==> config.mk <==
export PLATFORM = sky130hd
export DESIGN_NAME = sample_msg_arbiter
export DESIGN_NICKNAME = d
export VERILOG_FILES = /design/src/rtl/sample_msg_arbiter_pkg.sv /design/src/rtl/sample_msg_arbiter_sync_fifo.sv /design/src/rtl/sample_msg_arbiter.sv
export SDC_FILE = /design/constraint.sdc
export NUM_CORES = 2
export LEC_CHECK = 0
export BUFFER_PORTS_ARGS = -buffer_cell sky130_fd_sc_hd__buf_4
export CAP_MARGIN = 10
export CELL_PAD_IN_SITES_DETAIL_PLACEMENT = 0
export CELL_PAD_IN_SITES_GLOBAL_PLACEMENT = 1
export CORE_MARGIN = 10
export CORE_UTILIZATION = 25
export CTS_BUF_LIST = sky130_fd_sc_hd__clkbuf_8
export DETAILED_ROUTE_END_ITERATION = 6
export PLACE_DENSITY_LB_ADDON = 0.1
export SLEW_MARGIN = 20
export SYNTH_ARGS = -nofsm -noshare
export SYNTH_HDL_FRONTEND = slang
export SYNTH_SLANG_ARGS = --single-unit
==> constraint.sdc <==
create_clock -name clk -period 5.7 [get_ports clk]
set_input_delay 0.285 -clock clk [delete_from_list [all_inputs] [get_ports clk]]
set_output_delay 0.285 -clock clk [all_outputs]
set_load 0.01 [all_outputs]
==> src/rtl/sample_msg_arbiter_pkg.sv <==
// Shared stream definitions for the sample/message arbiter and splitter.
// Holds the message length width and header-field helpers.
`ifndef MSG_LENGTH_WIDTH
`define MSG_LENGTH_WIDTH 15
`endif

package sample_msg_arbiter_pkg;

  localparam int MSG_LEN_W = `MSG_LENGTH_WIDTH;

  typedef enum logic {
    OUT_IDLE,
    OUT_MSG
  } out_state_t;

  // Header flag is the word MSB.
  function automatic int flag_bit(input int width);
    return width - 1;
  endfunction

  // Length field sits directly below the flag bit.
  function automatic int len_lsb(input int width);
    return width - 1 - MSG_LEN_W;
  endfunction

endpackage

==> src/rtl/sample_msg_arbiter_sync_fifo.sv <==
// Synchronous first-word-fall-through FIFO.
// Ports: clk, rst_n, wr_en/din in; rd_en in; dout, full, empty out.
module sample_msg_arbiter_sync_fifo #(
  parameter int WIDTH     = 32,
  parameter int LOG_DEPTH = 4
) (
  input  logic             clk,
  input  logic             rst_n,
  input  logic             wr_en,
  input  logic             rd_en,
  input  logic [WIDTH-1:0] din,
  output logic [WIDTH-1:0] dout,
  output logic             full,
  output logic             empty
);

  localparam int DEPTH = 1 << LOG_DEPTH;

  logic [WIDTH-1:0]     mem [DEPTH];
  logic [LOG_DEPTH-1:0] wr_ptr;
  logic [LOG_DEPTH-1:0] rd_ptr;
  logic [LOG_DEPTH:0]   count;
  logic                 do_wr;
  logic                 do_rd;

  assign full  = (count == (LOG_DEPTH+1)'(DEPTH));
  assign empty = (count == '0);
  assign do_wr = wr_en && !full;
  assign do_rd = rd_en && !empty;
  assign dout  = mem[rd_ptr];

  always_ff @(posedge clk) begin
    if (do_wr) mem[wr_ptr] <= din;
  end

  always_ff @(posedge clk or negedge rst_n) begin
    if (!rst_n) begin
      wr_ptr <= '0;
      rd_ptr <= '0;
      count  <= '0;
    end else begin
      if (do_wr) wr_ptr <= wr_ptr + LOG_DEPTH'(1);
      if (do_rd) rd_ptr <= rd_ptr + LOG_DEPTH'(1);
      unique case ({do_wr, do_rd})
        2'b10:   count <= count + (LOG_DEPTH+1)'(1);
        2'b01:   count <= count - (LOG_DEPTH+1)'(1);
        default: ;
      endcase
    end
  end

endmodule

==> src/rtl/sample_msg_arbiter.sv <==
// Merges samples and complete messages onto one stream; messages never
// interleave with samples. Ports: clk, rst_n; in_samples(_nd),
// in_msg(_nd) in; out_data, out_nd, error out.
// Macro SAMPLE_MSG_ARB_CHECK_EN: drop and flag samples with MSB set.
module sample_msg_arbiter
  import sample_msg_arbiter_pkg::*;
#(
  parameter int WIDTH          = 32,
  parameter int SAMPLE_BUF_LOG = 4,
  parameter int MSG_BUF_LOG    = 5
) (
  input  logic             clk,
  input  logic             rst_n,
  input  logic [WIDTH-1:0] in_samples,
  input  logic             in_samples_nd,
  input  logic [WIDTH-1:0] in_msg,
  input  logic             in_msg_nd,
  output logic [WIDTH-1:0] out_data,
  output logic             out_nd,
  output logic             error
);

  localparam int FLAG      = flag_bit(WIDTH);
  localparam int LSB       = len_lsb(WIDTH);
  localparam int CNT_W     = MSG_BUF_LOG + 1;
  localparam int MSG_DEPTH = 1 << MSG_BUF_LOG;

  logic [WIDTH-1:0]     s_dout, m_dout;
  logic                 s_full, s_empty, s_wr, s_rd, s_bad, s_err;
  logic                 m_full, m_empty, m_wr, m_rd;
  logic                 in_busy, discarding, trk_err, msg_done;
  logic [MSG_LEN_W-1:0] rem_in, disc_cnt, rem_out;
  logic [MSG_LEN_W-1:0] hdr_len, out_len;
  logic                 is_hdr, oversize, cnt_dec;
  logic [CNT_W-1:0]     cnt;
  out_state_t           state;

  sample_msg_arbiter_sync_fifo #(
    .WIDTH(WIDTH), .LOG_DEPTH(SAMPLE_BUF_LOG)
  ) u_sample_fifo (
    .clk(clk), .rst_n(rst_n),
    .wr_en(s_wr), .rd_en(s_rd), .din(in_samples),
    .dout(s_dout), .full(s_full), .empty(s_empty)
  );

  sample_msg_arbiter_sync_fifo #(
    .WIDTH(WIDTH), .LOG_DEPTH(MSG_BUF_LOG)
  ) u_msg_fifo (
    .clk(clk), .rst_n(rst_n),
    .wr_en(m_wr), .rd_en(m_rd), .din(in_msg),
    .dout(m_dout), .full(m_full), .empty(m_empty)
  );

`ifdef SAMPLE_MSG_ARB_CHECK_EN
  assign s_bad = in_samples_nd && in_samples[FLAG];
`else
  assign s_bad = 1'b0;
`endif
  assign s_wr  = in_samples_nd && !s_bad;
  assign s_err = s_bad || (s_wr && s_full);

  assign is_hdr   = in_msg[FLAG];
  assign hdr_len  = in_msg[LSB +: MSG_LEN_W];
  assign oversize = int'(hdr_len) >= MSG_DEPTH;
  assign out_len  = m_dout[LSB +: MSG_LEN_W];

  // A body word dropped on a full FIFO still counts toward the
  // message, so framing stays aligned with the sender.
  always_comb begin
    m_wr     = 1'b0;
    trk_err  = 1'b0;
    msg_done = 1'b0;
    if (in_msg_nd && !discarding) begin
      if (is_hdr) begin
        if (in_busy || oversize || m_full) begin
          trk_err = 1'b1;
        end else begin
          m_wr     = 1'b1;
          msg_done = (hdr_len == '0);
        end
      end else if (!in_busy) begin
        trk_err = 1'b1;
      end else begin
        m_wr     = !m_full;
        trk_err  = m_full;
        msg_done = (rem_in == MSG_LEN_W'(1));
      end
    end
  end

  always_ff @(posedge clk or negedge rst_n) begin
    if (!rst_n) begin
      in_busy    <= 1'b0;
      rem_in     <= '0;
      discarding <= 1'b0;
      disc_cnt   <= '0;
    end else if (in_msg_nd) begin
      if (discarding) begin
        disc_cnt <= disc_cnt - MSG_LEN_W'(1);
        if (disc_cnt == MSG_LEN_W'(1)) discarding <= 1'b0;
      end else if (is_hdr) begin
        if (!in_busy && oversize) begin
          discarding <= 1'b1;
          disc_cnt   <= hdr_len;
        end else if (m_wr && hdr_len != '0) begin
          in_busy <= 1'b1;
          rem_in  <= hdr_len;
        end
      end else if (in_busy) begin
        rem_in <= rem_in - MSG_LEN_W'(1);
        if (rem_in == MSG_LEN_W'(1)) in_busy <= 1'b0;
      end
    end
  end

  // Pops are gated on !empty so a corrupted stream never underflows.
  always_comb begin
    s_rd    = 1'b0;
    m_rd    = 1'b0;
    cnt_dec = 1'b0;
    unique case (state)
      OUT_IDLE: begin
        if (cnt != '0 && !m_empty) begin
          m_rd    = 1'b1;
          cnt_dec = (out_len == '0);
        end else if (!s_empty) begin
          s_rd = 1'b1;
        end
      end
      OUT_MSG: begin
        if (!m_empty) begin
          m_rd    = 1'b1;
          cnt_dec = (rem_out == MSG_LEN_W'(1)) && cnt != '0;
        end
      end
      default: ;
    endcase
  end

  always_ff @(posedge clk or negedge rst_n) begin
    if (!rst_n) begin
      state    <= OUT_IDLE;
      rem_out  <= '0;
      cnt      <= '0;
      out_nd   <= 1'b0;
      out_data <= '0;
      error    <= 1'b0;
    end else begin
      out_nd <= s_rd || m_rd;
      if (m_rd)      out_data <= m_dout;
      else if (s_rd) out_data <= s_dout;
      unique case (state)
        OUT_IDLE: begin
          if (m_rd && out_len != '0) begin
            state   <= OUT_MSG;
            rem_out <= out_len;
          end
        end
        OUT_MSG: begin
          if (m_rd) begin
            rem_out <= rem_out - MSG_LEN_W'(1);
            if (rem_out == MSG_LEN_W'(1)) state <= OUT_IDLE;
          end
        end
        default: state <= OUT_IDLE;
      endcase
      unique case ({msg_done, cnt_dec})
        2'b10:   cnt <= cnt + CNT_W'(1);
        2'b01:   cnt <= cnt - CNT_W'(1);
        default: ;
      endcase
      error <= error || s_err || trk_err;
    end
  end

endmodule

==> results.toml <==
[placed_design]
place_area_mm2 = 0.07065
portBuffers = 101
gp_congestion = 0.7488
dp_cells = 6574
hpwl_mm = 115.3

[clock_tree]
numCtsBuffers = 319
h-tree-depth = 5
clock_latency_ps = 1030
cts_root_buf = "clkbuf_8"
clkSlewWorstSetupHoldPaths_ps = 60
cts_buffer_depth = 4
cts.sinks = 1653
cts_setup_buffers = 0
cts_tree = "yes"

[detailed_routing]
drt_iter0_drc = 2248
wl_per_cell_um = 27.83
drtPass1Iterations = 5
via_per_inst = 4.598
routed_wl_mm = 200.5
drc_errors = 0
vias = 33131
ant_nets = 0

[finish]
fillers = 25124
multi_input_area_mm2 = 0.01522
fin_area_mm2 = 0.07729
ff_latch_area_mm2 = 0.04908
layoutNonFillerInstCount = 7205
syn_to_final_growth_pct = 19.34
nNetsFinal = 3690
drive_above_1_share_pct = 28.83

[sta]
worst_pin_slew_ps = 1040
finalSetupTns_ps = 0
finalCritPeriodShare_pct = 94.16
maxSlewViolCount = 0
whs_ps = 142.1
slew_headroom_pct = 30.66
finalSetupViolations = 0
fin_skew_ps = 60.54
period_needed_ps = 5367
hold_viol = 0
rsz0062_at_grt = "no"
fmax_ghz = 0.1863

[global_route]
grtUsageTotal_pct = 14.05
grt_pass1_vias = 35722
antenna_found_initial = 16
grt_max_degree = 87
grt-ovfl-total = 0
grt_pass1_wl_mm = 281.4

[logic_synthesis]
yosysTopAreaCellShare_pct = 71.22
synth-seq-cells = 1653
synth-edff-count = 1536
yosysSeqAreaShare_pct = 75.74
syn_avg_cell_area_um2 = 20.65
ys_top_cells_by_area = "edfxtp_1 (71%), mux4_2 (14%), dfrtp_1 (4.5%)"
synth_area_leader_cell = "edfxtp_1"
async_reset_ff_share_pct = 7.078
synth_warnings = 0
synth_cell_types = 68
yosys_most_used_dff = "edfxtp_1"
synth_cells = 3137
synth.net_count = 3232
syn-cell-area_mm2 = 0.06477

[setup_path]
cp_max_fo = 44
crit_arrival_ps = 6220
cp-start-kind = "flip-flop"
path_buf_inv = 2
worstReg2RegStart = "u_msg_fifo.rd_ptr[2]"
crit_start = "u_msg_fifo.rd_ptr[2]"
critical_path.top_delay_family = "compound AO/OA/AOI/OAI gates"
path_class = "flip-flop to flip-flop"
slowest_delay_ps = 760
cp.required_ps = 6550
crit_path_cell_trace = "nand3b_1 -> buf_4 -> o221ai_1 -> a211oi_1 -> o2bb2a_1 -> nand4_1 -> nor3_1 -> buf_4 -> o211a_1 -> ha_1 -> xor2_1 -> ha_1 -> a211oi_1 -> a21oi_1 -> a22oi_1 -> nor2_1 -> xor2_1"
critPathCaptureType = "flip-flop"
critPathSlowestCell = "dfrtp_4"

[min_path]
worstHoldStart = "in_samples[10]"
min_path_type = "input port to flip-flop"

[power]
p_per_area_mw_per_mm2 = 423.5
p_leak_uw = 0.02513
worst_ir_drop_vdd_uv = 261.6

[floorplanning]
fp-row-count = 186
dieHeight_um = 529.0
io_pins = 102
core_mm2 = 0.2574
die_w_um = 529.0
die_area_mm2 = 0.2798
initial_core_util_pct = 25.16

[flow_run]
drv_cap = 0

[run_status]
status = "finished clean"
==> Yosys cell counts, types with 5 or more instances <==
master	instances
xor2_1	13
and3_1	5
mux2i_1	117
o221ai_1	18
a2bb2oi_1	5
mux2_2	24
a211oi_1	22
nor2_1	89
nand4_1	16
a21o_1	5
and2_1	15
nor2b_1	27
o211ai_1	6
a211o_1	5
a22oi_1	44
nand3_1	32
dfrtp_1	117
inv_1	32
o22a_1	9
o21ai_0	65
mux4_2	394
clkbuf_1	92
nor3_1	22
a22o_1	8
a21oi_1	70
xnor2_1	24
o22ai_1	23
buf_2	29
edfxtp_1	1536
ha_1	26
a221o_1	7
buf_6	5
buf_1	25
buf_4	12
or3_1	9
nor4_1	12
nand2_1	121
a31o_2	5
nand3b_1	5
nand2b_1	5
==> routing by layer <==
| layer | GRT usage (%) | wire length, um | vias to the layer above |
|---|---|---|---|
| li1 | - | - | 13990 |
| met1 | 18.54 | 88990 | 18050 |
| met2 | 23.97 | 100400 | 770 |
| met3 | 2.603 | 7516 | 307 |
| met4 | 3.288 | 3558 | 14 |
| met5 | 0 | 81 | - |
==> state kept, by name, indices dropped and copies added, names as in the netlist, 6 cells and up <==
signal,count
rem_in,15
out_data,32
u_msg_fifo.mem,1024
cnt,6
u_sample_fifo.mem,512
u_msg_fifo.count,6
disc_cnt,15
rem_out,15
==> power by group <==
group	leakage [uW]	internal (uW)	total, uW	switching (uW)
clock	0.00326	5940	11000	5030
combinational	0.00669	2720	6980	4260
sequential	0.0152	14100	14800	653
==> path summary, 6_finish.rpt <==
path | to | slack, ps | cells after the start
min | u_sample_fifo.mem[1][10] | 140 | 2
max reg2reg | cnt[4] | 330 | 17
min in group asynchronous | disc_cnt[6] | 520 | 4
max | cnt[4] | 330 | 17
max in group asynchronous | u_sample_fifo.rd_ptr[2] | 4560 | 4
min reg2reg | out_data[16] | 470 | 2
==> cell type report <==
type / instances / share of cell area, %
Clock inverter: 210 / 1.557
Multi-Input combinational cell: 1287 / 19.69
Inverter: 33 / 0.1619
Tap cell: 3384 / 5.478
Sequential cell: 1653 / 63.49
Antenna cell: 5 / 0.01619
Timing Repair Buffer: 301 / 3.692
Clock buffer: 332 / 5.912
==> what timing repair did <==
action | 4_1_cts | 5_1_grt
resized for setup | 0 | 0
hold buffers | 84 | 0
hold endpoints to repair | 1662 | 0
==> through the flow <==
step                utilization, %  setup slack (ps)  total power [uW]
detailed placement           27.45             377.8             22130
floorplan                        -              1572             18710
global placement             27.44             363.5             22040
finish                       30.03             332.7             32740
global route                 30.03             60.96             34350
CTS                          30.02             349.0             33390
==> kinds of logic (layout without fill, tap and decap cells) <==
| logic type | after synthesis | count (layout) | synth area share (%) |
|---|---|---|---|
| other cells | 0 | 5 | 0 |
| fa+ha+maj | 27 | 27 | 0.5332 |
| buf+inv | 197 | 876 | 1.327 |
| xor+xnor | 37 | 37 | 0.5004 |
| simple gates | 372 | 372 | 2.726 |
| compound gates | 316 | 316 | 3.249 |
| mux | 535 | 535 | 15.93 |
| flops | 1653 | 1653 | 75.74 |
==> cells in the final DEF, fill, tap and decap left out, types with 32 or more instances in the layout <==
cell type         n
mux4_2          394
clkbuf_8        332
mux2i_1         117
inv_1           106
nand3_1          32
edfxtp_1       1536
a22oi_1          44
nor2_4           45
o21ai_0          65
buf_4           187
a21oi_1          70
clkinv_2         42
dlygate4sd3_1    83
clkinv_1         74
dfrtp_1         110
nand2_1         121
nor2_1           43
(Power assumes the default switching activity.)
